===== src/rtl/boot_loader_ctrl.sv =====
// boot_loader_ctrl
//   Receives a framed boot image over a UART byte stream and writes it into the
//   instruction memory. The core is held in reset until a complete image with a
//   matching XOR checksum has been loaded.
//
//   Frame: MAGIC | N[7:0] | N[15:8] | N words (DW/8 bytes each, LSB first) | XOR of payload
//
// Ports
//   clk_i        clock
//   rst_ni       asynchronous active-low reset
//   rx_dv_i      one-cycle strobe, rx_byte_i valid
//   rx_byte_i    received byte
//   we_o         one-cycle memory write strobe
//   addr_o       word address of the write
//   wdata_o      write data
//   core_hold_o  1 = keep the core in reset
//   done_o       last frame loaded with a good checksum (sticky until next MAGIC)
//   err_o        last frame failed (sticky until next MAGIC)

module boot_loader_ctrl #(
  parameter int unsigned AW          = 12,
  parameter int unsigned DW          = 32,
  parameter logic [7:0]  MAGIC       = 8'hA5,
  parameter int unsigned TimeoutCyc  = 100000,
  parameter logic        HoldAtReset = 1'b1
) (
  input  logic          clk_i,
  input  logic          rst_ni,
  input  logic          rx_dv_i,
  input  logic [7:0]    rx_byte_i,
  output logic          we_o,
  output logic [AW-1:0] addr_o,
  output logic [DW-1:0] wdata_o,
  output logic          core_hold_o,
  output logic          done_o,
  output logic          err_o
);

  localparam int unsigned BYTES = DW / 8;
  localparam int unsigned BcW   = (BYTES > 1) ? $clog2(BYTES) : 1;
  localparam int unsigned TW    = $clog2(TimeoutCyc + 1);
  localparam logic [BcW-1:0] BcLast  = BcW'(BYTES - 1);
  localparam logic [TW-1:0]  TimLast = TW'(TimeoutCyc - 1);

  typedef enum logic [2:0] {
    S_IDLE, S_LEN_LO, S_LEN_HI, S_DATA, S_CSUM, S_DONE
  } state_e;

  state_e         state_q, state_d;
  logic [7:0]     len_lo_q, len_lo_d;
  logic [15:0]    rem_q, rem_d;
  logic [AW-1:0]  ptr_q, ptr_d;
  logic [BcW-1:0] bcnt_q, bcnt_d;
  logic [DW-1:0]  shreg_q, shreg_d;
  logic [7:0]     csum_q, csum_d;
  logic [TW-1:0]  timer_q, timer_d;
  logic           we_q, we_d;
  logic [AW-1:0]  addr_q, addr_d;
  logic [DW-1:0]  wdata_q, wdata_d;
  logic           hold_q, hold_d;
  logic           done_q, done_d;
  logic           err_q, err_d;

  logic [15:0]    len_full;
  logic           len_bad;
  logic [DW-1:0]  word_asm;
  logic           active;

  assign len_full = {rx_byte_i, len_lo_q};
  assign len_bad  = (len_full == 16'd0) || (32'(len_full) > (32'd1 << AW));
  // Bytes enter at the top and shift down, so the first byte ends up in the LSBs.
  assign word_asm = (shreg_q >> 8) | (DW'(rx_byte_i) << (DW - 8));
  assign active   = (state_q == S_LEN_LO) || (state_q == S_LEN_HI) ||
                    (state_q == S_DATA)   || (state_q == S_CSUM);

  always_ff @(posedge clk_i or negedge rst_ni) begin
    if (!rst_ni) begin
      state_q  <= S_IDLE;
      len_lo_q <= '0;
      rem_q    <= '0;
      ptr_q    <= '0;
      bcnt_q   <= '0;
      shreg_q  <= '0;
      csum_q   <= '0;
      timer_q  <= '0;
      we_q     <= 1'b0;
      addr_q   <= '0;
      wdata_q  <= '0;
      hold_q   <= HoldAtReset;
      done_q   <= 1'b0;
      err_q    <= 1'b0;
    end else begin
      state_q  <= state_d;
      len_lo_q <= len_lo_d;
      rem_q    <= rem_d;
      ptr_q    <= ptr_d;
      bcnt_q   <= bcnt_d;
      shreg_q  <= shreg_d;
      csum_q   <= csum_d;
      timer_q  <= timer_d;
      we_q     <= we_d;
      addr_q   <= addr_d;
      wdata_q  <= wdata_d;
      hold_q   <= hold_d;
      done_q   <= done_d;
      err_q    <= err_d;
    end
  end

  always_comb begin
    state_d  = state_q;
    len_lo_d = len_lo_q;
    rem_d    = rem_q;
    ptr_d    = ptr_q;
    bcnt_d   = bcnt_q;
    shreg_d  = shreg_q;
    csum_d   = csum_q;
    timer_d  = '0;
    we_d     = 1'b0;
    addr_d   = addr_q;
    wdata_d  = wdata_q;
    hold_d   = hold_q;
    done_d   = done_q;
    err_d    = err_q;

    if (active && !rx_dv_i) begin
      // Idle gap inside a frame: abort once TimeoutCyc cycles pass without a byte.
      if (timer_q == TimLast) begin
        state_d = S_IDLE;
        err_d   = 1'b1;
      end else begin
        timer_d = timer_q + 1'b1;
      end
    end else if (rx_dv_i) begin
      unique case (state_q)
        S_IDLE, S_DONE: begin
          if (rx_byte_i == MAGIC) begin
            state_d = S_LEN_LO;
            done_d  = 1'b0;
            err_d   = 1'b0;
            ptr_d   = '0;
            csum_d  = '0;
            bcnt_d  = '0;
            shreg_d = '0;
            hold_d  = 1'b1;
          end
        end
        S_LEN_LO: begin
          len_lo_d = rx_byte_i;
          state_d  = S_LEN_HI;
        end
        S_LEN_HI: begin
          if (len_bad) begin
            state_d = S_IDLE;
            err_d   = 1'b1;
          end else begin
            rem_d   = len_full;
            state_d = S_DATA;
          end
        end
        S_DATA: begin
          csum_d = csum_q ^ rx_byte_i;
          if (bcnt_q == BcLast) begin
            we_d    = 1'b1;
            addr_d  = ptr_q;
            wdata_d = word_asm;
            ptr_d   = ptr_q + 1'b1;
            bcnt_d  = '0;
            shreg_d = '0;
            rem_d   = rem_q - 16'd1;
            if (rem_q == 16'd1) state_d = S_CSUM;
          end else begin
            bcnt_d  = bcnt_q + 1'b1;
            shreg_d = word_asm;
          end
        end
        S_CSUM: begin
          if (rx_byte_i == csum_q) begin
            state_d = S_DONE;
            done_d  = 1'b1;
            hold_d  = 1'b0;
          end else begin
            state_d = S_IDLE;
            err_d   = 1'b1;
          end
        end
        default: state_d = S_IDLE;
      endcase
    end
  end

  assign we_o        = we_q;
  assign addr_o      = addr_q;
  assign wdata_o     = wdata_q;
  assign core_hold_o = hold_q;
  assign done_o      = done_q;
  assign err_o       = err_q;

endmodule

===== config.mk =====
export PLATFORM = sky130hd
export DESIGN_NAME = boot_loader_ctrl
export DESIGN_NICKNAME = d
export VERILOG_FILES = /design/src/rtl/boot_loader_ctrl.sv
export SDC_FILE = /design/constraint.sdc
export NUM_CORES = 1
export LEC_CHECK = 0
export ABC_AREA = 1
export BUFFER_PORTS_ARGS = -buffer_cell sky130_fd_sc_hd__buf_4
export CAP_MARGIN = 10
export CORE_MARGIN = 2
export CORE_UTILIZATION = 40
export DETAILED_ROUTE_END_ITERATION = 7
export GPL_TIMING_DRIVEN = 0
export HOLD_SLACK_MARGIN = 0.02
export MAX_ROUTING_LAYER = met4
export PLACE_DENSITY = 0.67
export SLEW_MARGIN = 0
export SYNTH_ARGS = -nofsm -noshare
export SYNTH_HDL_FRONTEND = slang
export SYNTH_SLANG_ARGS = --single-unit
export TNS_END_PERCENT = 20

===== constraint.sdc =====
create_clock -name clk_i -period 4.6 [get_ports clk_i]
set_input_delay 1.38 -clock clk_i [delete_from_list [all_inputs] [get_ports clk_i]]
set_output_delay 1.38 -clock clk_i [all_outputs]
set_load 0.01 [all_outputs]

* After elaboration in Yosys (flattened, before gate mapping)
Index checks and enable logic that the tools add are counted.
** Word-level totals
- Logic and storage cells :: 105
- Input bits :: 11
- Output and inout bits :: 48
- Flip-flop bits (word level) :: 146
** Operators by class
- Reductions and logical operators :: 22
- Equal/unequal tests :: 20
- Multiplexer cells :: 41
- Magnitude comparators :: 1
- Bitwise gates (word level) :: 3
- $add $sub $neg :: 4
** Operator list (count)
- two-way mux 32 bit :: 2
- case mux 32 bit (2 select lines) :: 1
- two-way mux 17 bit :: 2
- two-way mux 16 bit :: 2
- OR 24 x 32 -> 32 bit :: 1
- case mux 16 bit (2 select lines) :: 1
- two-way mux 12 bit :: 2
- case mux 12 bit (2 select lines) :: 1
- two-way mux 3 bit :: 7
- AND reduction 5 bit :: 4
- adder 17 x 1 -> 17 bit (second input constant) :: 1
- equality test 17 bit (second input constant) :: 1
- equality test 16 x 1 -> 1 bit (second input constant) :: 1
- greater-than comparator 16 x 13 -> 1 bit (second input constant) :: 1
- zero test 16 bit :: 1
- case mux 8 bit (2 select lines) :: 1
- subtractor 16 x 1 -> 16 bit (second input constant) :: 1
- case mux 3 bit (5 select lines) :: 1
- two-way mux 1 bit :: 13
- adder 12 x 1 -> 12 bit (second input constant) :: 1
- equality test 8 bit :: 1
- equality test 8 bit (second input constant) :: 1
- two-way mux 8 bit :: 1
- AND reduction 4 bit :: 2
- other kinds (25) :: 41

* Logic depth before layout (Yosys ltp)
Gate-level depths: netlist of run 1.
- Depth in word-level cells :: 7
- Mapped depth :: 12
- Mapped depth without buffers :: 11

* Least setup slack after synthesis of run 1
OpenSTA, ideal clock, no wires.
- Path type :: in2reg
- From :: input port rx_byte_i[1]
- To :: register ptr_q[0]
- Buffers on the path :: 2
- Slack :: 2.119 ns
- Required time :: 4.476 ns
- Stages :: 10
- Library setup time :: 0.124 ns
- Arrival :: 2.357 ns
- Cell sequence :: nor2_1 > nand2_1 > nor2_1 > nor2_2 > nor2_4 > o21ai_2 > buf_6 > nor2_4 > buf_6 > o21bai_1
** Between the ends
- Cells in the longest elaborated chain, start to end :: 3
** Ends and longest elaborated chain
- start, declared :: line 30 : input logic [7:0] rx_byte_i,
- equality test 8 bit :: line 137 : if (rx_byte_i == MAGIC) begin
- != test 2 bit (no source line)
- AND reduction 5 bit (no source line)
- end signal, assigned :: line 96 : ptr_q <= ptr_d;
- end, declared :: line 52 : logic [AW-1:0] ptr_q, ptr_d;
No other way between the ends.
A chain may end at the register's enable or synchronous reset.

* Worst setup path in the final report of run 1
- From :: input port rx_byte_i[2]
- To :: register rem_q[15]
** Between the ends
- Cells in the longest elaborated chain, start to end :: 4
- Elaborated cells on any way between the ends :: 5
- Those cells by class :: 1 x order compare; 1 x eq/ne; 3 x reduce/logical
** Ends and longest elaborated chain
- greater-than comparator 16 x 13 -> 1 bit / zero test 16 bit (equally long branches) :: line 70 : assign len_bad = (len_full == 16'd0) || (32'(len_full) > (32'd1 << AW));
- logical OR 1 bit * :: line 70
- != test 2 bit (no source line) *
- AND reduction 5 bit (no source line) *
- end signal, assigned :: line 95 : rem_q <= rem_d;
- end, declared :: line 51 : logic [15:0] rem_q, rem_d;
Every way passes the cells marked *; elsewhere a longest branch is shown, timed or not.

==> reports/metrics.cfg, run 1 <==
[status]
run_status = complete, no violations

[setup_path]
crit_required_ns = 4.96
cp.arrival_ns = 2.95
category_of_the_worst_setup_path_launch_point = primary input
crit_buf_inv = 2
cp_slowest_stage_delay_ns = 0.49
timing.critical_path.cells = buf_4, inv_1, nand3_1, nor2_1, nand2_1, nand3_1, nor2_1, nor2_1, nand2_1, nand2_1
critical_path_class = primary input to flop
critical_path.endpoint_type = flop
worst_path_dominant_cell_family = simple AND/OR/NAND/NOR gates
worst_r2r_startpoint = state_q[2]
setup.reg_to_reg.worst_slack_ns = 2.55
worstPathMaxFanout = 8
worstSetupStartpoint = rx_byte_i[2]
worst_path_max_delay_cell = nor2_1

[routing]
routed-via-count = 5549
routed_wire_length_per_instance_um = 14.0
drcViolationCount = 0
detail_route.vias_per_cell = 4.94
drt_iter0_markers = 415
detail-route-antenna-nets = 0
totalWireLength_um = 15800
drt_pre_antenna_iters = 7

[finish]
layout-area-overhead-vs-synth_pct = 20.5
layout.core_utilization_pct = 49.6
antenna_cells = 0
final.fill_count = 1561
multi_input_gate_area_in_the_final_layout_sq_um = 2590
post_route_cells_drive_above_1_share_pct = 13.8
design.final.nets = 911
final_area_sq_um = 7910
seqCellArea_sq_um = 3450

[global_routing]
grt_max_degree = 89
antenna_found_initial = 0
gr-usage-all-layers_pct = 19.5
vias_in_the_first_global_route = 5353
sum_of_overflow_across_all_layers_after_global_routing = 0
grt_pass1_wl_um = 26500

[placement]
globalplace.congestion = 0.899
io_buffers = 58
placedInstanceArea_sq_um = 7300
hpwl_um = 11100

[pwr]
leakage_nw = 3.75
vdd.ir_drop.worst_mv = 0.419
powerDensity_nw_per_um2 = 541

[die]
dieHeight_um = 132
std_cell_rows = 46
core_region_area_sq_um = 15900
die_width_um = 132
design.portCount = 59
start_util_pct = 41.1
fp.dieArea_sq_um = 17400

[timing]
aggregate_negative_setup_slack_ns = 0
final.setup_skew_ns = 0.0126
timing.fmax_mhz = 386
final_hold_viol_count = 0
transition_time_at_the_pin_with_the_least_slew_margin_ns = 0.637
final_max_slew_viol_count = 0
final-setup-viol-count = 0
rsz_0062_raised_after_global_routing = false
relSlewSlack_pct = 57.4
final.period_utilization_pct = 56.3
period_minus_slack_ns = 2.59

[yosys]
syn_area_per_cell_sq_um = 8.03
synth-seq-cells = 138
ys_async_sr_fraction_pct = 100
post_synth_inst_count = 817
post_synth_instance_area_sq_um = 6560
synth.top_cells.by_area = dfrtp_1 (52%), nand2_1 (13%), o21ai_0 (7.6%)
synth_flop_cell = dfrtp_1
yosysTopAreaCell = dfrtp_1
ys.warnings.count = 0
total_nets_after_synthesis = 833
synth_cell_types = 36
post-synth-top-area-fraction_pct = 52.3
synth_sequential_area_ratio_pct = 52.7
synth_enable_flop_cells = 0

[cts]
cts_made_buffers = 17
cts.repair_timing.setup_buffer_count = 0
post_cts_hold_buffer_count = 0
cts-resized-gates = 0
cts_buffer_depth = 2
cts_max_level = 4
cts_num_sinks = 138
cts_tree = built
clk_pin_slew_ns = 0.06
clk_root_buffer_cell = clkbuf_16
clkLatencyLatePin_ns = 0.43

[hold_path]
path_category_of_the_worst_min_delay_check = flop to flop
timing.hold.worst.start = core_hold_o

[run]
drv.max_cap_violation_count = 0

[worst register-to-register path, stage by stage (launching register included)]
cell and delay [ns]:
dfrtp_1 0.42, inv_1 0.14, nand3_2 0.26, nor2_2 0.28
nand2_2 0.17, buf_2 0.25, buf_2 0.21, nand2_1 0.08
o21ai_0 0.09
[report_power, final]
part,switching (W),internal (W),total (W)
clock,0.000540,0.000868,0.00141
sequential,0.000207,0.00148,0.00169
combinational,0.000779,0.000404,0.00118
total,0.00153,0.00275,0.00428
[layer usage]
metal	vias up	track usage [%]	wire (um)	share of wire [%]
li1	2780	-	-	-
met1	2631	26.9	7930	50
met2	109	28.4	6880	44
met3	29	4.23	640	4.1
met4	0	6.58	306	1.9
met5	-	-	0	0
[cells by family after synthesis]
logic type	synth area share (%)
compound gates	11.5
xor+xnor	2.14
fa+ha+maj	0.954
buf+inv	7.82
flops	52.7
simple gates	24.9
[final timing paths]
check | end | depth (start not counted)
max in group asynchronous | rem_q[8] | 2
worst max-delay path | rem_q[15] | 10
worst min register to register | core_hold_o | 2
worst min-delay path | core_hold_o | 2
min in group asynchronous | wdata_o[7] | 1
worst max register to register | addr_o[6] | 8
[placed cells by master, fill, tap and decap left out, drive strengths merged, types with 5 or more instances in the layout]
cell,netlist,layout
nor2,74,74
clkbuf,11,29
inv,99,100
dfrtp,137,137
nand2,225,225
o21ai,118,118
nor3,14,14
buf,15,74
xor2,14,14
nand4,5,5
nand3,65,65
ha,5,5
clkinv,0,7
a21oi,10,10
[synth_stat cells, types with 3 or more instances]
library cell / number
inv_2: 4
inv_1: 95
buf_6: 3
o21ai_2: 3
nor3b_1: 4
o22ai_1: 4
buf_2: 10
ha_1: 5
o21ai_1: 15
o21ai_0: 100
clkbuf_1: 10
xor2_1: 14
nand4_1: 5
nor2_1: 70
nand3_1: 64
a31oi_1: 3
nand2_1: 221
dfrtp_1: 137
nor3_1: 14
nand2_2: 4
a21oi_1: 10
[through the flow]
| step | hold slack [ns] | cells | power (W) | worst slack (ns) |
|---|---|---|---|---|
| after global placement | 0.465 | 1091 | 0.00285 | 1.55 |
| after floorplan | 0.440 | 817 | 0.00251 | 2.12 |
| after CTS | 0.482 | 1124 | 0.00430 | 1.97 |
| after detailed placement | 0.466 | 1092 | 0.00288 | 1.51 |
| after global routing | 0.485 | 1124 | 0.00458 | 1.85 |
| final | 0.483 | 1124 | 0.00428 | 2.01 |
[registers in the layout, summed over array words and instances, names as in the netlist, 2 cells and up]
register	cells
wdata_o	32
state_q	3
rem_q	16
timer_q	17
ptr_q	12
shreg_q	24
bcnt_q	2
len_lo_q	8
csum_q	8
addr_o	12
[layout make-up]
cell class                      count  share of cell area [%]
Timing Repair Buffer               59                    5.90
Clock inverter                     14                    2.17
Clock buffer                       18                    5.55
Buffer                             26                    1.79
Tap cell                          216                    3.42
Sequential cell                   138                    43.7
Multi-Input combinational cell    554                    32.8
Inverter                           99                    4.70
Power figures use the tool's default switching activity.
==> inputs of run 2 (changes only) <==
- PLACE_DENSITY: 0.67 -> 0.7
- clock period: 4.6 -> 2.3 ns (I/O delays scaled with it)
==> reports/metrics.cfg, run 2 (synthesis results as in run 1) <==
[status]
run_status = complete, no violations

[die]
design.portCount = 59  ; unchanged
start_util_pct = 41.1  ; unchanged
std_cell_rows = 46  ; unchanged
dieHeight_um = 132  ; unchanged
fp.dieArea_sq_um = 17400  ; unchanged
die_width_um = 132  ; unchanged
core_region_area_sq_um = 15900  ; unchanged

[timing]
relSlewSlack_pct = 51.8  ; -5.6 points
timing.fmax_mhz = 486
period_minus_slack_ns = 2.06
final.setup_skew_ns = 0.00552  ; -0.00709 ns
final.period_utilization_pct = 89.5
transition_time_at_the_pin_with_the_least_slew_margin_ns = 0.720  ; +0.0835 ns
aggregate_negative_setup_slack_ns = 0  ; unchanged
final_max_slew_viol_count = 0  ; unchanged
final_hold_viol_count = 0  ; unchanged
final-setup-viol-count = 0  ; unchanged
rsz_0062_raised_after_global_routing = false
final_critical_path_setup_slack_ns = 0.241  ; -1.77 ns
hold-worst-slack_ns = 0.183  ; -0.300 ns

[setup_path]
critical_path.endpoint_type = flop
worst_path_dominant_cell_family = simple AND/OR/NAND/NOR gates
path_depth = 8  ; -2
worstPathMaxFanout = 10  ; +2
cp_slowest_stage_delay_ns = 0.60  ; +0.11 ns
worst_r2r_startpoint = state_q[2]
worstSetupStartpoint = state_q[2]
critical_path_class = flop to flop
worst_path_max_delay_cell = nor2_1
cp.arrival_ns = 2.42  ; -0.53 ns
worst_r2r_path_depth = 8  ; unchanged
crit_required_ns = 2.66  ; -2.30 ns
category_of_the_worst_setup_path_launch_point = flop
crit_buf_inv = 2  ; unchanged
timing.critical_path.cells = inv_1, nand3_2, nor2_2, nand2_2, inv_1, nor2_1, nand2_1, nand2_1

[global_routing]
sum_of_overflow_across_all_layers_after_global_routing = 0  ; unchanged
gr-usage-all-layers_pct = 19.8  ; +0.38 points
vias_in_the_first_global_route = 5400  ; +0.88%
grt_pass1_wl_um = 27000  ; +1.8%
antenna_found_initial = 1  ; +1
gr-usage-met1_pct = 27.6  ; +0.77 points
grtUsageMet2_pct = 28.8  ; +0.38 points
grt_max_degree = 93  ; +4.5%
global_route.peak_usage_layer = met2
met3_track_utilization_from_global_routing_pct = 4.61  ; +0.38 points

[cts]
cts_made_buffers = 17  ; unchanged
post_cts_hold_buffer_count = 0  ; unchanged
cts_max_level = 4  ; unchanged
cts.repair_timing.setup_buffer_count = 0  ; unchanged
clk_root_buffer_cell = clkbuf_16
cts_tree = built
clk_pin_slew_ns = 0.06  ; about the same
cts_buffer_depth = 2  ; unchanged
cts_num_sinks = 138  ; unchanged
cts-resized-gates = 0  ; unchanged
clkLatencyLatePin_ns = 0.42  ; about the same

[finish]
design.final.nets = 911  ; unchanged
largest_register_ffs = 32  ; unchanged
final.fill_count = 1517  ; -2.8%
layout.core_utilization_pct = 50.0  ; +0.38 points
mostFrequentLayoutCell = nand2_1
layout-area-overhead-vs-synth_pct = 21.5
final_cell_mix = nand2_1 (221), dfrtp_1 (137), o21ai_0 (100)
final_area_sq_um = 7970  ; +0.78%
post_route_cells_drive_above_1_share_pct = 13.8  ; unchanged

[routing]
detail_route.vias_per_cell = 4.99  ; +1.0%
drcViolationCount = 0  ; unchanged
drt_pre_antenna_iters = 5  ; -2
detail-route-antenna-nets = 0  ; unchanged
routed_wire_length_per_instance_um = 14.3  ; +1.8%
drt_iter0_markers = 507  ; +22%
routed-via-count = 5611  ; +1.1%
totalWireLength_um = 16100  ; +1.9%

[run]
drv.max_cap_violation_count = 0  ; unchanged

[pwr]
leakage_nw = 3.78  ; +0.89%
seq_power_share_pct = 38.3  ; -1.2 points
powerDensity_nw_per_um2 = 1110  ; +100%
power.share.switching_pct = 34.2  ; -1.4 points
internal_power_w = 0.00581  ; +110%
clock_power_share_pct = 34.7  ; +1.8 points
vdd.ir_drop.worst_mv = 0.812  ; +94%
power.net_switching_w = 0.00302  ; +98%
part_of_the_total_power_dissipated_in_combinational_logic_pct = 27.0  ; -0.7 points

[placement]
globalplace.congestion = 0.900  ; +0.16%
io_buffers = 58  ; unchanged
placement.setup.worst_slack_ns = -0.0617  ; -1.58 ns
hpwl_um = 11000  ; -0.36%
placedInstanceArea_sq_um = 7300  ; unchanged

[hold_path]
path_category_of_the_worst_min_delay_check = primary input to asynchronous set/reset pin

-- run 2: cell count changes in the layout (fill, tap and decap cells not counted) --
cell | previous run | this run
diode_2 | 0 | 1
bufinv_16 | 3 | 5
clkinvlp_4 | 3 | 2
clkinv_4 | 4 | 0
clkbuf_8 | 1 | 4
-- run 2: stage by stage --
step	total power, W	cells
floorplan	0.00501	817
global placement	0.00568	1091
detailed placement	0.00575	1092
CTS	0.00886	1124
global route	0.00941	1125
finish	0.00883	1125
-- run 2: power groups by stage --
stage / Sequential [W] / Combinational [W] / Clock (W)
after global routing: 0.00346 / 0.00272 / 0.00322
after floorplan: 0.00334 / 0.00167 / 0
after CTS: 0.00338 / 0.00238 / 0.00310
final: 0.00339 / 0.00238 / 0.00306
after global placement: 0.00340 / 0.00228 / 0
after detailed placement: 0.00341 / 0.00234 / 0
-- run 2: layout make-up --
type                       instances  area, sq um  area share [%]
antenna                            1         2.50          0.0314
inverter                          99          372            4.66
sequential                       138         3450            43.4
tap                              216          270            3.39
clock inverter                    11          189            2.37
buffer                            26          141            1.77
timing repair buffer              59          467            5.86
clock buffer                      21          480            6.03
multi-input combinational        554         2590            32.5
-- run 2: worst register-to-register path, delay by kind of cell, from the launching register on --
family	cells	cell delay [ns]
buf+inv	2	0.29
flops	1	0.41
simple gates	6	1.30
-- run 2: layer usage --
layer | up-vias | share of wire (%) | wire, um
met5 | - | 0 | 0
met4 | 0 | 1.6 | 262
met3 | 21 | 4.9 | 791
met2 | 145 | 45 | 7250
met1 | 2658 | 48 | 7750
li1 | 2787 | - | -
-- run 2: worst paths after layout --
check / endpoint / slack (ns)
max in group asynchronous: rem_q[6] / 1.32
min reg2reg: timer_q[16] / 0.47
min in group clk_i: timer_q[16] / 0.47
min: wdata_o[5] / 0.18
max: rem_q[11] / 0.24
max reg2reg: rem_q[11] / 0.24
==> inputs of run 3 (changes only) <==
- CORE_MARGIN: 2 -> 1.5
==> reports/metrics.cfg, run 3 (synthesis results as in run 1) <==
[routing]
routed_wire_length_per_instance_um = 13.9  ; -2.4%
routed-via-count = 5605  ; -0.11%
totalWireLength_um = 15700  ; -2.4%
drt_iter0_markers = 373  ; -26%
drcViolationCount = 0  ; unchanged
detail-route-antenna-nets = 0  ; unchanged
detail_route.vias_per_cell = 4.99  ; about the same
drt_pre_antenna_iters = 5  ; unchanged

[setup_path]
setup.reg_to_reg.worst_slack_ns = 0.29  ; +0.05 ns
category_of_the_worst_setup_path_launch_point = flop
worstSetupStartpoint = state_q[2]
critical_path_class = flop to flop
setup.worst_path.end = addr_o[6]
critical_path.endpoint_type = flop
worst_r2r_path_depth = 8  ; unchanged
crit_required_ns = 2.58  ; -0.08 ns
worstReg2RegEnd = addr_o[6]
cp.arrival_ns = 2.29  ; -0.13 ns
worst_r2r_startpoint = state_q[2]
worstPathMaxFanout = 10  ; unchanged

[timing]
final-setup-viol-count = 0  ; unchanged
final_max_slew_viol_count = 0  ; unchanged
period_minus_slack_ns = 2.01  ; -0.0515 ns
transition_time_at_the_pin_with_the_least_slew_margin_ns = 0.663  ; -0.0567 ns
final.setup_skew_ns = 0.00717  ; +0.00166 ns
final.period_utilization_pct = 87.3  ; -2.2 points
hold-worst-slack_ns = 0.252  ; +0.0688 ns
rsz_0062_raised_after_global_routing = false
relSlewSlack_pct = 55.6  ; +3.8 points
final_hold_viol_count = 0  ; unchanged
final_critical_path_setup_slack_ns = 0.293  ; +0.0516 ns
timing.fmax_mhz = 498  ; +2.6%
aggregate_negative_setup_slack_ns = 0  ; unchanged

[global_routing]
gr-usage-all-layers_pct = 20.5  ; +0.63 points
grt_max_degree = 76  ; -18%
sum_of_overflow_across_all_layers_after_global_routing = 0  ; unchanged
antenna_found_initial = 0  ; -1
grt_pass1_wl_um = 26200  ; -2.9%
vias_in_the_first_global_route = 5467  ; +1.2%

[cts]
cts_made_buffers = 17  ; unchanged
cts_max_level = 4  ; unchanged
clk_root_buffer_cell = clkbuf_16
clkLatencyLatePin_ns = 0.43  ; about the same
cts_num_sinks = 138  ; unchanged
cts_buffer_depth = 2  ; unchanged
post_cts_hold_buffer_count = 0  ; unchanged
cts.repair_timing.setup_buffer_count = 0  ; unchanged
clk_pin_slew_ns = 0.06  ; about the same
cts-resized-gates = 0  ; unchanged
cts_tree = built

[placement]
io_buffers = 58  ; unchanged
globalplace.congestion = 0.890  ; -1.1%
placedInstanceArea_sq_um = 7300  ; unchanged
placement.setup.worst_slack_ns = -0.0943  ; -0.0326 ns
hpwl_um = 11100  ; +0.72%

[die]
core_region_area_sq_um = 15900  ; unchanged
fp.dieArea_sq_um = 17200  ; -1.5%
std_cell_rows = 46  ; unchanged
die_width_um = 131  ; -0.76%
dieHeight_um = 131  ; -0.76%
start_util_pct = 41.1  ; unchanged
design.portCount = 59  ; unchanged

[finish]
layout-area-overhead-vs-synth_pct = 19.8
antenna_cells = 0  ; -1
largest_register_ffs = 32  ; unchanged
final_area_sq_um = 7860  ; -1.4%
final_cell_mix = nand2_1 (221), dfrtp_1 (137), o21ai_0 (100)
post_route_cells_drive_above_1_share_pct = 13.4  ; -0.33 points
mostFrequentLayoutCell = nand2_1
final.fill_count = 1558  ; +2.7%
design.final.nets = 911  ; unchanged

[hold_path]
path_category_of_the_worst_min_delay_check = primary input to asynchronous set/reset pin

[pwr]
powerDensity_nw_per_um2 = 1060  ; -4.5%
leakage_nw = 3.74  ; -1.2%
vdd.ir_drop.worst_mv = 0.570  ; -30%

[run]
drv.max_cap_violation_count = 0  ; unchanged

[status]
run_status = complete, no violations

## run 3: changes by cell type in the layout (fill, tap and decap cells not counted), sizes merged
cell	delta
bufinv	-4
clkinv	+3
inv	-1
clkinvlp	-1
clkbuf	+3
diode	-1
## run 3: routing by layer
metal | track usage (%) | up-vias | share of wire [%]
met5 | - | - | 0
met4 | 7.11 | 0 | 1.3
met3 | 4.06 | 18 | 4.9
met2 | 31.4 | 125 | 45
met1 | 27.2 | 2673 | 48
li1 | - | 2789 | -
## run 3: where the power goes
part / internal [W] / switching (W) / leakage [nW]
registers: 0.00297 / 0.000424 / 1.87
clock network: 0.00159 / 0.000986 / 0.280
logic: 0.000809 / 0.00155 / 1.59
## run 3: worst min path at each step
stage	end	slack, ns
global route	shreg_q[15]	0.29
CTS	wdata_o[5]	0.28
global placement	done_o	0.46
detailed placement	done_o	0.46
floorplan	addr_o[0]	0.39
finish	shreg_q[12]	0.25
## run 3: critical path: stages, from the launching register on
cell and delay (ns):
dfrtp_1 0.41, inv_1 0.13, nand3_2 0.24, nor2_2 0.27, nand2_2 0.18, buf_2 0.25, buf_2 0.21, nand2_1 0.07
o21ai_0 0.09
## run 3: layout make-up
| type | instances | area (sq um) | area share, % |
|---|---|---|---|
| sequential | 138 | 3450 | 44.0 |
| clock inverter | 8 | 67.6 | 0.860 |
| tap | 216 | 270 | 3.44 |
| inverter | 99 | 372 | 4.73 |
| timing repair buffer | 59 | 467 | 5.94 |
| buffer | 26 | 141 | 1.80 |
| multi-input combinational | 554 | 2590 | 33.0 |
| clock buffer | 24 | 492 | 6.26 |
## run 3: stage by stage
| stage | instances | util, % | total power [W] |
|---|---|---|---|
| 2_1_floorplan | 817 | - | 0.00501 |
| 3_3_place_gp | 1091 | 45.6 | 0.00569 |
| 3_5_place_dp | 1092 | 45.8 | 0.00575 |
| 4_1_cts | 1124 | 49.3 | 0.00835 |
| 5_1_grt | 1124 | 49.3 | 0.00886 |
| 6_report | 1124 | 49.3 | 0.00832 |
